$ cat src/rtl/dtree_sample_loader.sv
`default_nettype none
// ============================================================================
// Module      : dtree_sample_loader
// Description : Assembles byte-serial feature frames onto the tree input bus,
//               waits for the tree to settle, returns the class with an index.
// Revision    : 1.0 - initial release
// ============================================================================
module dtree_sample_loader #(
  parameter int NUM_FEATURES  = 6,
  parameter int FEAT_W        = 8,
  parameter int CLASS_W       = 2,
  parameter int SETTLE_CYCLES = 1,
  parameter int INDEX_W       = 16
) (
  input  logic                           clk,
  input  logic                           rst,
  input  logic                           i_s_valid,
  output logic                           o_s_ready,
  input  logic [FEAT_W-1:0]              i_s_data,
  input  logic                           i_s_last,
  output logic [NUM_FEATURES*FEAT_W-1:0] o_feat_bus,
  input  logic [CLASS_W-1:0]             i_cls_in,
  output logic                           o_m_valid,
  input  logic                           i_m_ready,
  output logic [CLASS_W-1:0]             o_m_class,
  output logic [INDEX_W-1:0]             o_m_index,
  output logic                           o_err_frame
);

  localparam int CNT_W = $clog2(NUM_FEATURES);
  localparam int SET_W = $clog2(SETTLE_CYCLES + 1);
  localparam logic [CNT_W-1:0] c_cnt_last    = CNT_W'(NUM_FEATURES - 1);
  localparam logic [SET_W-1:0] c_settle_init = SET_W'(SETTLE_CYCLES);

  typedef enum logic [1:0] {
    ST_LOAD   = 2'd0,
    ST_SETTLE = 2'd1,
    ST_OUT    = 2'd2,
    ST_DROP   = 2'd3
  } state_t;

  state_t                          r_state;
  state_t                          w_state_next;
  logic [CNT_W-1:0]                r_count;
  logic [CNT_W-1:0]                w_count_next;
  logic [SET_W-1:0]                r_settle;
  logic [SET_W-1:0]                w_settle_next;
  logic [NUM_FEATURES*FEAT_W-1:0]  r_feat_bus;
  logic                            r_m_valid;
  logic [CLASS_W-1:0]              r_m_class;
  logic [INDEX_W-1:0]              r_m_index;
  logic                            r_err;
  logic                            w_s_ready;
  logic                            w_write;
  logic                            w_err;
  logic                            w_capture;
  logic                            w_done;

  always_comb begin
    w_state_next  = r_state;
    w_count_next  = r_count;
    w_settle_next = r_settle;
    w_s_ready     = 1'b0;
    w_write       = 1'b0;
    w_err         = 1'b0;
    w_capture     = 1'b0;
    w_done        = 1'b0;
    case (r_state)
      ST_LOAD: begin
        w_s_ready = 1'b1;
        if (i_s_valid) begin
          w_write = 1'b1;
          if (r_count == c_cnt_last) begin
            w_count_next = '0;
            if (i_s_last) begin
              w_state_next  = ST_SETTLE;
              w_settle_next = c_settle_init;
            end else begin
              w_err        = 1'b1;
              w_state_next = ST_DROP;
            end
          end else if (i_s_last) begin
            // Short frame: the byte is still written, frame restarts at slot 0
            w_err        = 1'b1;
            w_count_next = '0;
          end else begin
            w_count_next = r_count + CNT_W'(1);
          end
        end
      end
      ST_DROP: begin
        w_s_ready = 1'b1;
        if (i_s_valid && i_s_last) begin
          w_state_next = ST_LOAD;
          w_count_next = '0;
        end
      end
      ST_SETTLE: begin
        if (r_settle == SET_W'(1)) begin
          w_capture    = 1'b1;
          w_state_next = ST_OUT;
        end else begin
          w_settle_next = r_settle - SET_W'(1);
        end
      end
      ST_OUT: begin
        if (i_m_ready) begin
          w_done       = 1'b1;
          w_state_next = ST_LOAD;
          w_count_next = '0;
        end
      end
      default: w_state_next = ST_LOAD;
    endcase
  end

  always_ff @(posedge clk) begin
    if (rst) begin
      r_state   <= ST_LOAD;
      r_count   <= '0;
      r_settle  <= '0;
      r_m_valid <= 1'b0;
      r_m_class <= '0;
      r_m_index <= '0;
      r_err     <= 1'b0;
    end else begin
      r_state  <= w_state_next;
      r_count  <= w_count_next;
      r_settle <= w_settle_next;
      r_err    <= w_err;
      if (w_capture) begin
        r_m_valid <= 1'b1;
        r_m_class <= i_cls_in;
      end
      if (w_done) begin
        r_m_valid <= 1'b0;
        r_m_index <= r_m_index + INDEX_W'(1);
      end
    end
  end

  always_ff @(posedge clk) begin
    if (rst) begin
      r_feat_bus <= '0;
    end else begin
      for (int k = 0; k < NUM_FEATURES; k++) begin
        if (w_write && (r_count == CNT_W'(k))) begin
          r_feat_bus[k*FEAT_W +: FEAT_W] <= i_s_data;
        end
      end
    end
  end

  assign o_s_ready   = w_s_ready;
  assign o_feat_bus  = r_feat_bus;
  assign o_m_valid   = r_m_valid;
  assign o_m_class   = r_m_class;
  assign o_m_index   = r_m_index;
  assign o_err_frame = r_err;

endmodule
`default_nettype wire

$ cat config.mk
export PLATFORM = sky130hd
export DESIGN_NAME = dtree_sample_loader
export DESIGN_NICKNAME = d
export VERILOG_FILES = /design/src/rtl/dtree_sample_loader.sv
export SDC_FILE = /design/constraint.sdc
export NUM_CORES = 1
export LEC_CHECK = 0
export CAP_MARGIN = 20
export CORE_ASPECT_RATIO = 0.9
export CORE_MARGIN = 1.5
export CORE_UTILIZATION = 43
export DETAILED_ROUTE_END_ITERATION = 10
export GPL_TIMING_DRIVEN = 0
export PLACE_DENSITY = 0.86
export SLEW_MARGIN = 40
export SYNTH_ARGS = -nofsm -noshare
export SYNTH_HDL_FRONTEND = slang
export SYNTH_SLANG_ARGS = --single-unit
$ cat constraint.sdc
create_clock -name clk -period 1.6 [get_ports clk]
set_input_delay 0.24 -clock clk [delete_from_list [all_inputs] [get_ports clk]]
set_output_delay 0.24 -clock clk [all_outputs]
set_load 0.1 [all_outputs]
==> results of run 1 <==
## repair_timing
action	in CTS	in global routing
setup endpoints to repair	72	69
pin swaps	2	8
gates resized for setup	25	44
buffers inserted	4	6
## per-layer routing
layer,global-route usage,vias up,part of all wire
li1,-,1424,-
met1,0.2788,1376,0.44
met2,0.3428,107,0.47
met3,0.04212,13,0.065
met4,0.09231,0,0.020
met5,0,-,0
## state kept, by name, summed over array words and instances, names as in the netlist
register,count
o_feat_bus,48
o_m_index,16
r_count,3
o_m_class,2
r_state,2
o_err_frame,1
o_m_valid,1
r_settle,1
## cell families after synthesis
| group | Yosys count | share of synthesized area |
|---|---|---|
| flip-flops | 74 | 0.4813 |
| multiplexers | 13 | 0.04390 |
| AO/OA/AOI/OAI | 63 | 0.1187 |
| XOR/XNOR | 10 | 0.02846 |
| buffers and inverters | 28 | 0.03740 |
| AND/OR/NAND/NOR | 165 | 0.2455 |
| adder cells (fa/ha/maj) | 11 | 0.04471 |
## layout by cell type, fill, tap and decap left out, types with 4 or more instances in the layout
| cell type | n |
|---|---|
| nor2_1 | 28 |
| clkdlybuf4s50_1 | 12 |
| clkbuf_1 | 4 |
| buf_2 | 71 |
| nand2_1 | 91 |
| dfxtp_1 | 58 |
| buf_4 | 9 |
| a21oi_2 | 8 |
| buf_6 | 5 |
| clkbuf_2 | 4 |
| a21oi_1 | 43 |
| inv_1 | 9 |
| dfxtp_4 | 13 |
| nand4_1 | 5 |
| nor3_1 | 4 |
| clkbuf_8 | 10 |
| nand3_1 | 6 |
| mux2i_1 | 12 |
| ha_1 | 6 |
| xnor2_1 | 7 |
## power by group through the flow
stage | Clock, µW | Combinational [µW] | Sequential (µW)
after floorplan | 0 | 652 | 2510
after global placement | 0 | 1440 | 2030
after detailed placement | 0 | 1400 | 2040
after CTS | 1350 | 1560 | 1990
after global routing | 1440 | 1850 | 2030
final | 1340 | 1750 | 2020
## path summary, 6_finish.rpt
path / end / slack, ns / cells past startpoint
max: r_count[2]$_SDFFE_PP0P_ / 0.006 / 6
min reg2reg: o_feat_bus[44]$_SDFFE_PP0P_ / 0.46 / 2
min: o_m_index[1]$_SDFFE_PP0P_ / 0.27 / 3
max reg2reg: r_count[2]$_SDFFE_PP0P_ / 0.006 / 6
## metrics by stage
step                hold WS, ns  utilization
finish                   0.2734       0.5985
global route             0.2860       0.5985
CTS                      0.2542       0.5753
detailed placement       0.4464       0.5312
global placement         0.4424       0.5805
floorplan                0.3760            -
## worst max-delay path, delay by kind of cell (launching register included)
family | cells | cell delay [ns]
fa+ha+maj | 1 | 0.17
flops | 1 | 0.36
buf+inv | 1 | 0.06
simple gates | 2 | 0.21
compound gates | 1 | 0.43
mux | 1 | 0.24
## layout make-up
| cell class | count | area [µm²] |
|---|---|---|
| Tap cell | 93 | 116.4 |
| Multi-Input combinational cell | 262 | 1660 |
| Inverter | 12 | 50.05 |
| Clock inverter | 6 | 38.79 |
| Clock buffer | 10 | 137.6 |
| Buffer | 15 | 95.09 |
| Fill cell | 616 | 2811 |
| Timing Repair Buffer | 91 | 559.3 |
| Sequential cell | 74 | 1534 |
==> reports/qor.txt, run 1 <==
Total GRT Usage: 0.2137
Worst-path clk slew: 0.07 ns
critical-path cell list: inv_4 -> ha_4 -> nor2b_4 -> a2111oi_4 -> mux2i_1 -> nor2_1
Hold Path Class: input port to flop
cts hold-fix bufs: 0
DRC errors left: 0
Ys Warns: 0
Wirelength per Cell: 14.93 µm
Initial DRC Count: 200
ranking of synthesized cells by area: dfxtp_1 (48%), nand2_1 (11%), a21oi_1 (8.3%), ha_1 (4.5%), mux2i_1 (3.9%)
top cell type's share of synthesized area: 0.4813
Syn Nets: 390
outcome: complete, no violations
share of layout cells above drive strength 1: 0.3511
Cell Area, Synth: 3078 µm²
critical path required time: 1.82 ns
Synth top cells by count: nand2_1 (94), dfxtp_1 (74), a21oi_1 (51), nor2_1 (30)
placed cell count: 538
maximum vdd drop: 657.1 µV
WP data arrival: 1.82 ns
input/output buffers: 81
clock latency on the worst-skew pair: 0.35 ns
Final Max Slew Viols: 0
Psw: 2015 µW
pre-CTS WS: -0.5189 ns
# H-tree levels: 3
Vias: 2920
antenna fix cells: 0
Reg power frac: 0.395
Final min period: 1.594 ns
CTS Root Cell: clkbuf_8
syn_area_per_cell: 8.456 µm²
Post-Syn Instances: 364
Worst Setup End Kind: flop
CTS sink cnt: 74
switching share of power: 0.3945
Die Wd: 92.18 µm
I/O pin cnt: 84
crit path from: r_state[0]$_SDFFE_PP0P_
DP Area: 3720 µm²
Top FF cell, synth: dfxtp_1
global route total overflow: 0
cell internal pwr: 3093 µW
Pwr Total: 5108 µW
Post-synth ARST share: 0
die area: 7675 µm²
first-pass GRT wire length: 12.68 mm
final wirelength: 8.408 mm
f_max: 627.5 MHz
routability congestion estimate: 0.8152
Final ANT Viol Nets: 0
number of global-route vias before repair: 2595
Fin Setup TNS: 0 ns
Worst R2R Start: r_state[0]$_SDFFE_PP0P_
Die Ht: 83.27 µm
RSZ-0062 raised after global routing: yes
Row Count: 29
Yosys top cell by area: dfxtp_1
Final #Nets: 491
Slew Limit Headroom: 0.6511
final worst setup slack: 0.006299 ns
Max Clock Skew: 0.01278 ns
Post-synth EDFFs: 0
PD cells: 1219 nW/µm²
DR vias/cell: 5.187
Worst Setup Start Kind: flop
Max clock buf depth: 2
most numerous cell in the Yosys netlist: nand2_1
final instance area: 4192 µm²
First-pass DRT Iterations: 4
Finish-stage setup viols: 0
flops & latches, synth: 74
Num CTS Buffers: 9
CP max stage delay: 0.43 ns
sequential fraction of the synthesis area: 0.4813
pin count of the biggest net entering global routing: 14
Logic pwr share: 0.343
Netlist cell types: 35
worst-path fanout max: 5
Layout Cells excl Fill: 563
Area growth syn-to-layout: 36.18%
worst slew pin tran: 0.5234 ns
CP Class: flop to flop
Final Hold Fails: 0
clock power share: 0.262
initial core utilization: 0.4395
Final period util: 0.9961
hold_sp: i_m_ready
number of antenna violations at the first check in global routing: 0
Pleak: 0.001812 µW
Final HPWL DP: 5.613 mm
Critical-path top delay cell: a2111oi_4
TritonCTS clock tree: yes
core box area: 7003 µm²
max_cap viols: 0
No activity file was read; power rests on OpenSTA's default activity.
==> inputs of run 2 (changes only) <==
RECOVER_POWER = 50   (was not set)
SKIP_LAST_GASP = 1   (was not set)
==> run 2 against run 1 <==
Compared with the run above: the run now ends with negative setup slack left; worst hold slack worse by 0.0015 ns; non-clock buffer count is 2 lower; clock power is essentially flat; sequential share of layout area increased by 0.13 points; power decreased by 1.0%; via count down 0.79%; flip-flop and latch count did not move; wire length is 1.0% lower; first-iteration DRC count shrank 14%; critical endpoint unchanged; largest cell class unchanged; highest routed layer unchanged.
==> reports/qor.txt, run 2 (same netlist as run 1, synthesis figures left out) <==
RSZ-0062 raised after global routing: yes
Max Clock Skew: 0.01371 ns (+0.0009333 ns)
share of layout cells above drive strength 1: 0.3355 (-0.01559)
TritonCTS clock tree: yes
outcome: finished with violations
Pleak: 0.001787 µW (-1.4%)
Critical-path top delay cell: a2111oi_4
WP data arrival: 1.86 ns (+0.04 ns)
max_cap viols: 0 (unchanged)
commonest non-fill, non-tap cell in the layout: nand2_1
Layout Cells excl Fill: 561 (-0.36%)
Worst R2R Start: r_state[1]$_SDFFE_PP0P_
r2r worst-path depth: 6 (unchanged)
critical-path cell list: buf_6 -> ha_4 -> a21boi_4 -> a2111oi_4 -> mux2i_1 -> nor2_1
failing checks: negative setup slack
cts hold-fix bufs: 0 (unchanged)
Initial DRC Count: 171 (-14%)
Max Used Layer: met4
Worst-path clk slew: 0.08 ns (about the same)
initial core utilization: 0.4395 (unchanged)
PD cells: 1210 nW/µm² (-0.69%)
CTS Root Cell: clkbuf_8
global route total overflow: 0 (unchanged)
placed cell count: 538 (unchanged)
hold path endpoint: o_m_index[1]$_SDFFE_PP0P_
Worst Setup Start Kind: flop
Reg2Reg Capture Point: r_count[2]$_SDFFE_PP0P_
final wirelength: 8.323 mm (-1.0%)
DRC errors left: 0 (unchanged)
critical path required time: 1.83 ns (about the same)
Num CTS Buffers: 9 (unchanged)
core box area: 7003 µm² (unchanged)
DR vias/cell: 5.164 (-0.43%)
Row Count: 29 (unchanged)
R2R setup slack: -0.03 ns (-0.04 ns)
Max clock buf depth: 2 (unchanged)
f_max: 613.3 MHz (-2.3%)
pre-CTS WS: -0.5189 ns (unchanged)
# H-tree levels: 3 (unchanged)
Final HPWL DP: 5.613 mm (unchanged)
met3 WL: 557 µm (+2.4%)
Final #Nets: 489 (-0.41%)
I/O pin cnt: 84 (unchanged)
Area growth syn-to-layout: 35.69%
Die Ht: 83.27 µm (unchanged)
hold_sp: i_m_ready
Buf/Inv on CP: 1 (unchanged)
antenna fix cells: 0 (unchanged)
Total GRT Usage: 0.2145 (+0.0007723)
die area: 7675 µm² (unchanged)
Fin Setup TNS: -0.04479 ns (-0.04479 ns)
worst slew pin tran: 0.5511 ns (+0.02771 ns)
Top delay family on crit path: compound AO/OA/AOI/OAI gates
number of antenna violations at the first check in global routing: 0 (unchanged)
number of global-route vias before repair: 2597 (+0.077%)
Final Max Slew Viols: 0 (unchanged)
clock latency on the worst-skew pair: 0.35 ns (about the same)
input/output buffers: 81 (unchanged)
Vias: 2897 (-0.79%)
First-pass DRT Iterations: 4 (unchanged)
Wirelength per Cell: 14.84 µm (-0.66%)
Final min period: 1.630 ns (+0.03670 ns)
Final Hold Fails: 0 (unchanged)
Slew Limit Headroom: 0.6342 (-0.01691)
most frequent cells in the layout: nand2_1 (93), clkbuf_2 (60), dfxtp_1 (58)
Hold Path Class: input port to flop
final worst setup slack: -0.03040 ns (-0.03670 ns)
Die Wd: 92.18 µm (unchanged)
first-pass GRT wire length: 12.73 mm (+0.38%)
CP max stage delay: 0.42 ns (about the same)
max reg flops: 48 (unchanged)
pin count of the biggest net entering global routing: 14 (unchanged)
WHS Path Cells: 3 (unchanged)
CP Class: flop to flop
Final period util: 1.019 (+0.02293)
Final ANT Viol Nets: 0 (unchanged)
Finish-stage setup viols: 4 (+4)
DRT met1 WL: 3.632 mm (-2.2%)
met2 WL: 4.000 mm (+0.40%)
Worst Setup End Kind: flop
maximum vdd drop: 674.8 µV (+2.7%)
CTS sink cnt: 74 (unchanged)
worst-path fanout max: 4 (-1)
routability congestion estimate: 0.8152 (unchanged)
run 2: through the flow:
step / util / instance area (µm²) / power [µW] / hold WS [ns]
3_3_place_gp: 0.5805 / 4065 / 3475 / 0.4424
6_report: 0.5964 / 4177 / 5055 / 0.2718
2_1_floorplan: - / 3138 / 3160 / 0.3760
5_1_grt: 0.5964 / 4177 / 5275 / 0.2860
4_1_cts: 0.5728 / 4011 / 4906 / 0.2542
3_5_place_dp: 0.5312 / 3720 / 3440 / 0.4464
run 2: tightest hold or removal path: cells and delay by family:
family | cells | cell delay [ns]
simple gates | 1 | 0.11
compound gates | 1 | 0.05
buf+inv | 1 | 0.18
run 2: how the worst max path moves through the flow:
stage	from	depth (start not counted)	endpoint
final	r_state[1]$_SDFFE_PP0P_	6	r_count[2]$_SDFFE_PP0P_
after CTS	r_state[0]$_SDFFE_PP0P_	6	r_state[1]$_SDFFE_PP0P_
after global routing	r_count[0]$_SDFFE_PP0P_	5	r_state[1]$_SDFFE_PP0P_
after detailed placement	rst	4	o_m_index[13]$_SDFFE_PP0P_
after global placement	r_state[0]$_SDFFE_PP0P_	4	o_s_ready
after floorplan	o_m_index[12]$_SDFFE_PP0P_	4	o_m_index[15]$_SDFFE_PP0P_
run 2: final cells by class:
type	instances	area, µm²
clock inverter	6	38.79
sequential	74	1534
multi-input combinational	262	1663
clock buffer	10	137.6
tap	93	116.4
fill	611	2826
buffer	15	91.34
timing repair buffer	89	548.0
inverter	12	47.55
run 2: what timing repair did:
action | CTS | global route
pin swaps | 1 | 8
endpoints found under the setup margin | 72 | 68
resized for setup | 23 | 42
cloned | 0 | 0
setup buffers | 4 | 4
run 2: per-layer routing:
layer | vias to the layer above | GRT usage
li1 | 1420 | -
met1 | 1375 | 0.2806
met2 | 92 | 0.3434
met3 | 10 | 0.04212
met4 | 0 | 0.09231
met5 | - | 0
run 2: where the power goes:
group	total [µW]	switching (µW)	internal, µW	leakage (µW)
clock network	1330	724	606	0.0000967
registers	2010	83.4	1930	0.000610
logic	1710	1190	523	0.00108
total	5050	2000	3060	0.00179
